$ cat src/rtl/bit_stream_pkg.sv
// Shared types and default constants for the bit-stream serializer.
// The PARITY state exists only when SERIALIZER_PARITY_EN is defined.
package bit_stream_pkg;

  localparam int unsigned DEF_WIDTH      = 8;
  localparam bit          DEF_MSB_FIRST  = 1'b1;
  localparam bit          DEF_IDLE_LEVEL = 1'b0;
  localparam int unsigned DEF_GAP_CYCLES = 0;

  localparam int unsigned GAP_W   = 8;
  localparam int unsigned COUNT_W = 16;

`ifdef SERIALIZER_PARITY_EN
  typedef enum logic [1:0] {
    IDLE   = 2'd0,
    SHIFT  = 2'd1,
    PARITY = 2'd2,
    GAP    = 2'd3
  } state_t;
`else
  typedef enum logic [1:0] {
    IDLE  = 2'd0,
    SHIFT = 2'd1,
    GAP   = 2'd3
  } state_t;
`endif

endpackage

$ cat src/rtl/bit_stream_serializer.sv
// Parallel-to-serial converter with optional even parity (SERIALIZER_PARITY_EN)
// and a configurable idle gap after each word.
module bit_stream_serializer
  import bit_stream_pkg::*;
#(
  parameter int unsigned WIDTH      = DEF_WIDTH,
  parameter bit          MSB_FIRST  = DEF_MSB_FIRST,
  parameter bit          IDLE_LEVEL = DEF_IDLE_LEVEL,
  parameter int unsigned GAP_CYCLES = DEF_GAP_CYCLES
) (
  input  logic               clock,
  input  logic               reset,
  input  logic [WIDTH-1:0]   data_in,
  input  logic               data_valid,
  output logic               data_ready,
  output logic               bit_out,
  output logic               bit_valid,
  output logic               busy,
  output logic [COUNT_W-1:0] words_sent
);

  localparam int unsigned      CNT_W    = $clog2(WIDTH);
  localparam logic [CNT_W-1:0] LAST_IDX = CNT_W'(WIDTH - 1);
  localparam bit               GAP_EN   = (GAP_CYCLES != 0);
  localparam logic [GAP_W-1:0] GAP_LOAD = GAP_W'(GAP_CYCLES - 1);

  state_t               state_q, state_d;
  logic [WIDTH-1:0]     shift_q;
  logic [CNT_W-1:0]     bit_cnt_q;
  logic [GAP_W-1:0]     gap_cnt_q;
  logic [COUNT_W-1:0]   words_q;
  logic                 bit_out_q;
  logic                 bit_valid_q;
`ifdef SERIALIZER_PARITY_EN
  logic                 parity_q;
`endif

  logic                 last_data_c;
  logic                 final_bit_c;
  logic                 load_c;
  logic                 first_bit_c;
  logic                 next_bit_c;
  logic [WIDTH-1:0]     load_shift_c;
  logic [WIDTH-1:0]     step_shift_c;

  // shift_q always holds the bits not yet presented, aligned so the next one
  // sits at the output end of the register
  always_comb begin
    if (MSB_FIRST) begin
      first_bit_c  = data_in[WIDTH-1];
      next_bit_c   = shift_q[WIDTH-1];
      load_shift_c = {data_in[WIDTH-2:0], 1'b0};
      step_shift_c = {shift_q[WIDTH-2:0], 1'b0};
    end else begin
      first_bit_c  = data_in[0];
      next_bit_c   = shift_q[0];
      load_shift_c = {1'b0, data_in[WIDTH-1:1]};
      step_shift_c = {1'b0, shift_q[WIDTH-1:1]};
    end
  end

  // State register
  always_ff @(posedge clock) begin
    if (reset) state_q <= IDLE;
    else       state_q <= state_d;
  end

  // Next state and combinational handshake
  always_comb begin
    state_d     = state_q;
    data_ready  = 1'b0;
    last_data_c = (state_q == SHIFT) && (bit_cnt_q == LAST_IDX);
`ifdef SERIALIZER_PARITY_EN
    final_bit_c = (state_q == PARITY);
`else
    final_bit_c = last_data_c;
`endif

    if (!reset) begin
      if (state_q == IDLE)                 data_ready = 1'b1;
      else if (final_bit_c && !GAP_EN)     data_ready = 1'b1;
    end
    load_c = data_valid && data_ready;

    case (state_q)
      IDLE: begin
        if (load_c) state_d = SHIFT;
      end
      SHIFT: begin
        if (last_data_c) begin
`ifdef SERIALIZER_PARITY_EN
          state_d = PARITY;
`else
          if (load_c)      state_d = SHIFT;
          else if (GAP_EN) state_d = GAP;
          else             state_d = IDLE;
`endif
        end
      end
`ifdef SERIALIZER_PARITY_EN
      PARITY: begin
        if (load_c)      state_d = SHIFT;
        else if (GAP_EN) state_d = GAP;
        else             state_d = IDLE;
      end
`endif
      GAP: begin
        if (gap_cnt_q == '0) state_d = IDLE;
      end
      default: state_d = IDLE;
    endcase
  end

  // Serial datapath, gap timer and word counter
  always_ff @(posedge clock) begin
    if (reset) begin
      shift_q     <= '0;
      bit_cnt_q   <= '0;
      gap_cnt_q   <= '0;
      words_q     <= '0;
      bit_out_q   <= IDLE_LEVEL;
      bit_valid_q <= 1'b0;
`ifdef SERIALIZER_PARITY_EN
      parity_q    <= 1'b0;
`endif
    end else begin
      bit_out_q   <= IDLE_LEVEL;
      bit_valid_q <= 1'b0;

      if (load_c) begin
        shift_q     <= load_shift_c;
        bit_cnt_q   <= '0;
        bit_out_q   <= first_bit_c;
        bit_valid_q <= 1'b1;
`ifdef SERIALIZER_PARITY_EN
        parity_q    <= ^data_in;
`endif
      end else if ((state_q == SHIFT) && !last_data_c) begin
        shift_q     <= step_shift_c;
        bit_cnt_q   <= bit_cnt_q + CNT_W'(1);
        bit_out_q   <= next_bit_c;
        bit_valid_q <= 1'b1;
      end
`ifdef SERIALIZER_PARITY_EN
      else if (last_data_c) begin
        bit_out_q   <= parity_q;
        bit_valid_q <= 1'b1;
      end
`endif

      if (final_bit_c && !load_c) gap_cnt_q <= GAP_LOAD;
      else if (state_q == GAP)    gap_cnt_q <= gap_cnt_q - GAP_W'(1);

      if (final_bit_c) words_q <= words_q + COUNT_W'(1);
    end
  end

  assign bit_out    = bit_out_q;
  assign bit_valid  = bit_valid_q;
  assign busy       = (state_q != IDLE);
  assign words_sent = words_q;

endmodule
$ cat config.mk
export PLATFORM = sky130hd
export DESIGN_NAME = bit_stream_serializer
export DESIGN_NICKNAME = d
export VERILOG_FILES = /design/src/rtl/bit_stream_pkg.sv /design/src/rtl/bit_stream_serializer.sv
export SDC_FILE = /design/constraint.sdc
export NUM_CORES = 1
export LEC_CHECK = 0
export BUFFER_PORTS_ARGS = -buffer_cell sky130_fd_sc_hd__clkbuf_2
export CAP_MARGIN = 20
export CELL_PAD_IN_SITES_DETAIL_PLACEMENT = 1
export CELL_PAD_IN_SITES_GLOBAL_PLACEMENT = 1
export CORE_MARGIN = 3
export CORE_UTILIZATION = 34
export CTS_BUF_LIST = sky130_fd_sc_hd__clkbuf_8
export CTS_CLUSTER_SIZE = 20
export DETAILED_ROUTE_END_ITERATION = 10
export HOLD_SLACK_MARGIN = 0.15
export PLACE_DENSITY_LB_ADDON = 0.1
export RECOVER_POWER = 50
export SYNTH_ARGS = -nofsm -noshare
export SYNTH_HDL_FRONTEND = slang
export SYNTH_SLANG_ARGS = --single-unit
$ cat constraint.sdc
create_clock -name clock -period 1.7 [get_ports clock]
set_clock_uncertainty 0.1 [all_clocks]
set_input_delay 0.255 -clock clock [delete_from_list [all_inputs] [get_ports clock]]
set_output_delay 0.255 -clock clock [all_outputs]
set_load 0.03 [all_outputs]
==> results of run 1 <==
## synthesized netlist by cell type, drive strengths merged, types with 2 or more instances
| master | count |
|---|---|
| nand2 | 10 |
| a211oi | 6 |
| xor2 | 2 |
| buf | 4 |
| nor3 | 5 |
| dfxtp | 29 |
| nor2 | 28 |
| nand4 | 6 |
| inv | 4 |
| clkbuf | 2 |
| a21oi | 7 |
| nor4 | 5 |
| nand3 | 5 |
| ha | 3 |
| nor2b | 2 |
| nand3b | 2 |
| xnor2 | 10 |
| mux2i | 7 |
## metal layers
metal / share of wire [%] / track usage (%) / wire length (um)
met1: 39 / 15.17 / 1301
met2: 53 / 31.53 / 1755
met3: 6.1 / 6.745 / 203
met4: 1.7 / 6.835 / 55
met5: 0 / 0 / 0
## worst max-delay path by stage
stage	startpoint	endpoint	slack, ps	cells past startpoint
after CTS	bit_cnt_q[0]$_SDFFE_PP0P_	data_ready	-60	6
after global routing	bit_cnt_q[1]$_SDFFE_PP0P_	words_sent[15]$_SDFFE_PP0P_	-80	7
after detailed placement	bit_cnt_q[0]$_SDFFE_PP0P_	words_sent[12]$_SDFFE_PP0P_	-60	6
final	bit_cnt_q[0]$_SDFFE_PP0P_	data_ready	-30	6
after global placement	bit_cnt_q[0]$_SDFFE_PP0P_	words_sent[11]$_SDFFE_PP0P_	20	7
after floorplan	bit_cnt_q[0]$_SDFFE_PP0P_	words_sent[15]$_SDFFE_PP0P_	7	6
## power breakdown
| group | leakage [nW] | internal [mW] | switching (mW) |
|---|---|---|---|
| registers | 0.237 | 0.701 | 0.0157 |
| clock network | 0.0485 | 0.314 | 0.246 |
| logic | 0.418 | 0.0581 | 0.0670 |
| total | 0.703 | 1.07 | 0.329 |
## stage by stage
step / utilization, % / hold WS, ps / setup TNS (ps) / total power [mW] / cell area, um^2
2_1_floorplan: - / 321.3 / 0 / 0.7952 / 1271
3_3_place_gp: 45.27 / 351.4 / 0 / 0.8369 / 1570
3_5_place_dp: 45.27 / 371.4 / -213.2 / 0.8424 / 1570
4_1_cts: 50.36 / 175.2 / -81.85 / 1.423 / 1747
6_report: 51.77 / 204.2 / -46.60 / 1.402 / 1795
5_1_grt: 51.77 / 212.4 / -208.8 / 1.470 / 1795
## repair_timing
action,CTS,global route
gates cloned,0,0
setup buffers,3,2
gates resized for setup,12,10
setup endpoints to repair,8,10
pin swaps,2,2
hold buffers,1,0
hold endpoints to repair,1,0
## state kept, by name, summed over array words and instances, names as in the netlist
signal and cells:
state_q 1, bit_valid 1, bit_cnt_q 3, words_sent 16
bit_out 1, shift_q 7
## cells by family (layout without fill, tap and decap cells)
logic type | Yosys count | after routing | share of synthesized area (%)
AOI/OAI and AO/OA | 15 | 15 | 7.410
xor gates and xnor gates | 12 | 12 | 8.300
adders and majority gates | 3 | 3 | 2.965
buffers and inverters | 10 | 61 | 3.260
DFF | 29 | 29 | 45.85
muxes | 8 | 8 | 6.423
and+or+nand+nor | 66 | 66 | 25.79
## worst register-to-register path, stage by stage, from the launching register on
cell and delay (ps):
dfxtp_2 350, ha_4 140, ha_4 140, buf_4 120
nand3_4 130, nor2_4 130, and4_1 210, mux2_4 300
## area by class of cell
| cell class | count | area, um^2 | area share [%] |
|---|---|---|---|
| tap | 46 | 57.56 | 3.206 |
| clock inverter | 1 | 3.754 | 0.2091 |
| inverter | 4 | 15.01 | 0.8362 |
| sequential | 29 | 583.1 | 32.47 |
| multi-input combinational | 104 | 754.5 | 42.02 |
| clock buffer | 6 | 82.58 | 4.599 |
| timing repair buffer | 50 | 299.0 | 16.66 |
==> flow_summary.toml, run 1 <==
[run_status]
status = "complete, but fails checks"
violations = "negative setup slack"

[clock_network]
ctsRootBufferMaster = "clkbuf_8"
clkLatencyLatePin_ps = 280
numClockSinks = 29
htreeDepth = 2
cts_tree = "built"
cts_buffers = 5
cts.reportedPaths.clkPinSlew_ps = 60
clockBufferDepth = 2

[route]
ant_nets = 0
dr_total_vias = 1196
drt_iter0_drc = 50
post-route-drc-count = 0
dr.pass1.iters = 4
avgRoutedWirePerCell_um = 13.82
viasPerCell = 4.983
drt-total-wl_um = 3316

[grt]
grt.overflow.total = 0
grt_use_total_pct = 16.56
grt_pass1_vias = 1220
grt_pass1_wl_um = 5464
grt_max_degree = 17
antenna_found_initial = 0

[synth]
synth_seq_cells = 29
yosys.area.top_type = "dfxtp_1"
synth-main-ff-cell = "dfxtp_1"
synth_area_per_cell_um2 = 8.855
synthArstFlopShare_pct = 0
netlist.area_leader.share_pct = 45.85
syn_area_um2 = 1266
synth_fp_nets = 157
ys_top_cells_by_area = "dfxtp_1, nor2_1, xnor2_1"
synth_cells = 143
yosysUniqueCellTypes = 29
ys.warnings.count = 0
ys_seq_area_share_pct = 45.85
synth_enable_flop_cells = 0

[cells_and_area]
fill_cells = 436
area_growth_pct = 41.80
nNetsFinal = 208
final_cell_count_no_fill = 240
antenna_cells = 0
layout_common_cells = "nor2_1, dfxtp_1, clkbuf_1, buf_4, clkbuf_2"
drive_above_1_share_pct = 28.35

[timing]
grt_setup_unrepaired = "yes"
period_minus_slack_ps = 1727
fmax_mhz = 578.9
setup-violations-final = 2
tightest_slew_ps = 398.7
hold_viol_final = 0
fin_ws_ps = -27.35
slew_violations = 0
fin_crit_sh_pct = 101.6
relSlewSlack_pct = 73.53

[die]
io_pins = 31
die_h_um = 67.03
die_width_um = 67.03
die_area_um2 = 4492
rows = 21
coreArea_um2 = 3468
initial_core_util_pct = 36.51

[worst_setup_path]
critPathMostFrequentCell = "ha_4"
critPathTopFamily = "flip-flops"
cp_slowest_cell = "dfxtp_2"
cp-end-kind = "output port"
worstReg2RegEnd = "words_sent[15]$_SDFFE_PP0P_"
required_ps = 1340
path_buf_inv = 2
start_kind = "flop"
r2r_cells = 7
crit_chain = "ha_4 -> ha_4 -> buf_6 -> nor2b_4 -> nor2_1 -> buf_4"
timing.rr.start = "bit_cnt_q[1]$_SDFFE_PP0P_"
crit_fanout = 3
critPathArrivalTime_ps = 1370
crit_type = "flop to output port"
critPathMaxStageDelay_ps = 330
r2r_slack_ps = -20

[placed_design]
gp_congestion = 0.7191
port_buffers = 30
post-dp-hpwl_um = 2409
pre_cts_slack_ps = -62.29
placed_cells = 227

[worst_hold_path]
min_path_cells = 3
hp-class = "input pin to flop"
whs_endpoint = "shift_q[5]$_SDFFE_PP0P_"
worstHoldStart = "data_in[4]"

[run]
maxCapViolations = 0

[power_and_ir_drop]
p_leak_nw = 0.7034
power.density_nw_per_um2 = 781.0
vdd_drop_max_uv = 471.8
Note: power is estimated with default switching activity, not from simulation.
==> inputs of run 2 (changes only) <==
- CORE_ASPECT_RATIO: unset -> 1.1
==> flow_summary.toml, run 2 (synthesis gave the netlist of run 1 again) <==
[timing]
setup-violations-final = 1
hold_viol_final = 0
fin_ws_ps = -41.63
grt_setup_unrepaired = "yes"
fin_crit_sh_pct = 102.4
slew_violations = 0
fmax_mhz = 574.2
tightest_slew_ps = 375.8
period_minus_slack_ps = 1742
relSlewSlack_pct = 75.06

[worst_setup_path]
critPathArrivalTime_ps = 1390
r2r_cells = 6
required_ps = 1340
timing.rr.start = "bit_cnt_q[0]$_SDFFE_PP0P_"
r2r_slack_ps = 30
crit_fanout = 3
cp-end-kind = "output port"
worstReg2RegEnd = "words_sent[15]$_SDFFE_PP0P_"
crit_type = "flop to output port"
start_kind = "flop"

[worst_hold_path]
hp-class = "input pin to flop"
whs_endpoint = "shift_q[1]$_SDFFE_PP0P_"
min_path_cells = 3
worstHoldStart = "data_in[0]"

[route]
post-route-drc-count = 0
avgRoutedWirePerCell_um = 14.56
dr_total_vias = 1210
drt-total-wl_um = 3539
ant_nets = 0
wl_met3_um = 119
viasPerCell = 4.979
drt_iter0_drc = 32
top_layer_used = "met4"
dr.pass1.iters = 4
route.met2.wl_um = 1929
m1WireLength_um = 1460

[cells_and_area]
finalInstanceArea_um2 = 1804
area_growth_pct = 42.49
multi_input_area_um2 = 735.7
nNetsFinal = 208
largest_reg_flops = 16
fill_cells = 435
layout_common_cells = "dfxtp_1, nor2_1, clkbuf_1"
antenna_cells = 0
drive_above_1_share_pct = 28.72
mostFrequentLayoutCell = "dfxtp_1"
final_cell_count_no_fill = 243
seq_area_um2 = 584.3

[placed_design]
postPlaceCellArea_um2 = 1558
post-dp-hpwl_um = 2401
gp_congestion = 0.8614
placed_cells = 227
port_buffers = 30

[clock_network]
numClockSinks = 29
cts.reportedPaths.clkPinSlew_ps = 60
clkLatencyLatePin_ps = 270
htreeDepth = 2
cts_tree = "built"
cts_buffers = 5
clockBufferDepth = 2
ctsRootBufferMaster = "clkbuf_8"

[grt]
antenna_found_initial = 0
grt_pass1_vias = 1272
grt.overflow.total = 0
grt_use_total_pct = 16.00
grt_pass1_wl_um = 5768
grt_max_degree = 17

[die]
io_pins = 31
coreArea_um2 = 3468
initial_core_util_pct = 36.51
die_width_um = 64.19
die_area_um2 = 4493
die_h_um = 70.01
rows = 22

[power_and_ir_drop]
vdd_drop_max_uv = 497.7
power.density_nw_per_um2 = 758.8
p_leak_nw = 0.7076

[run_status]
violations = "negative setup slack"
status = "complete, but fails checks"

[run]
maxCapViolations = 0
[run 2: repair_timing]
action                                  in CTS  in global routing
hold buffers                                 1                  0
cloned                                       0                  1
resized for setup                           16                  7
endpoints found under the setup margin       3                 14
hold endpoints to repair                     1                  0
setup buffers                                4                  2
pin swaps                                    1                  4
[run 2: how the worst max path moves through the flow]
| stage | endpoint | cells past startpoint | slack (ps) | start |
|---|---|---|---|---|
| 6_report | data_ready | 6 | -40 | bit_cnt_q[0]$_SDFFE_PP0P_ |
| 5_1_grt | data_ready | 6 | -80 | bit_cnt_q[1]$_SDFFE_PP0P_ |
| 4_1_cts | data_ready | 6 | -30 | bit_cnt_q[0]$_SDFFE_PP0P_ |
| 3_5_place_dp | words_sent[15]$_SDFFE_PP0P_ | 6 | -30 | bit_cnt_q[1]$_SDFFE_PP0P_ |
| 3_3_place_gp | words_sent[15]$_SDFFE_PP0P_ | 6 | 40 | bit_cnt_q[0]$_SDFFE_PP0P_ |
| 2_1_floorplan | words_sent[15]$_SDFFE_PP0P_ | 6 | 7 | bit_cnt_q[0]$_SDFFE_PP0P_ |
[run 2: metrics by stage]
| stage | utilization [%] | hold WS, ps | setup slack [ps] | total power, mW | setup TNS (ps) |
|---|---|---|---|---|---|
| 2_1_floorplan | - | 321.3 | 7.023 | 0.7952 | 0 |
| 3_3_place_gp | 44.91 | 353.5 | 35.88 | 0.8363 | 0 |
| 3_5_place_dp | 44.91 | 366.5 | -33.09 | 0.8410 | -33.09 |
| 4_1_cts | 50.65 | 191.2 | -25.04 | 1.367 | -25.04 |
| 5_1_grt | 52.02 | 213.8 | -77.67 | 1.432 | -179.4 |
| 6_report | 52.02 | 187.4 | -41.63 | 1.369 | -41.63 |
[run 2: final cells by class]
cell class	count	share of cell area [%]
inverter	4	0.8322
clock inverter	3	0.6241
sequential	29	32.39
clock buffer	5	3.814
tap	48	3.329
timing repair buffer	50	18.24
multi-input combinational	104	40.78
[run 2: worst max-delay path: stages (launching register included)]
cell	delay [ps]
dfxtp_2	330
ha_4	160
ha_4	160
buf_6	120
nor2b_4	130
nor2_2	50
clkbuf_8	170
[run 2: report_power, final]
group          switching (mW)  internal, mW
Clock                   0.242         0.272
Combinational          0.0720        0.0658
Sequential             0.0161         0.702
Total                   0.330          1.04
[run 2: routing by layer]
| layer | vias up | global-route usage [%] |
|---|---|---|
| met1 | 593 | 17.55 |
| li1 | 591 | - |
| met5 | - | 0 |
| met3 | 4 | 3.537 |
| met4 | 0 | 4.930 |
| met2 | 22 | 29.97 |
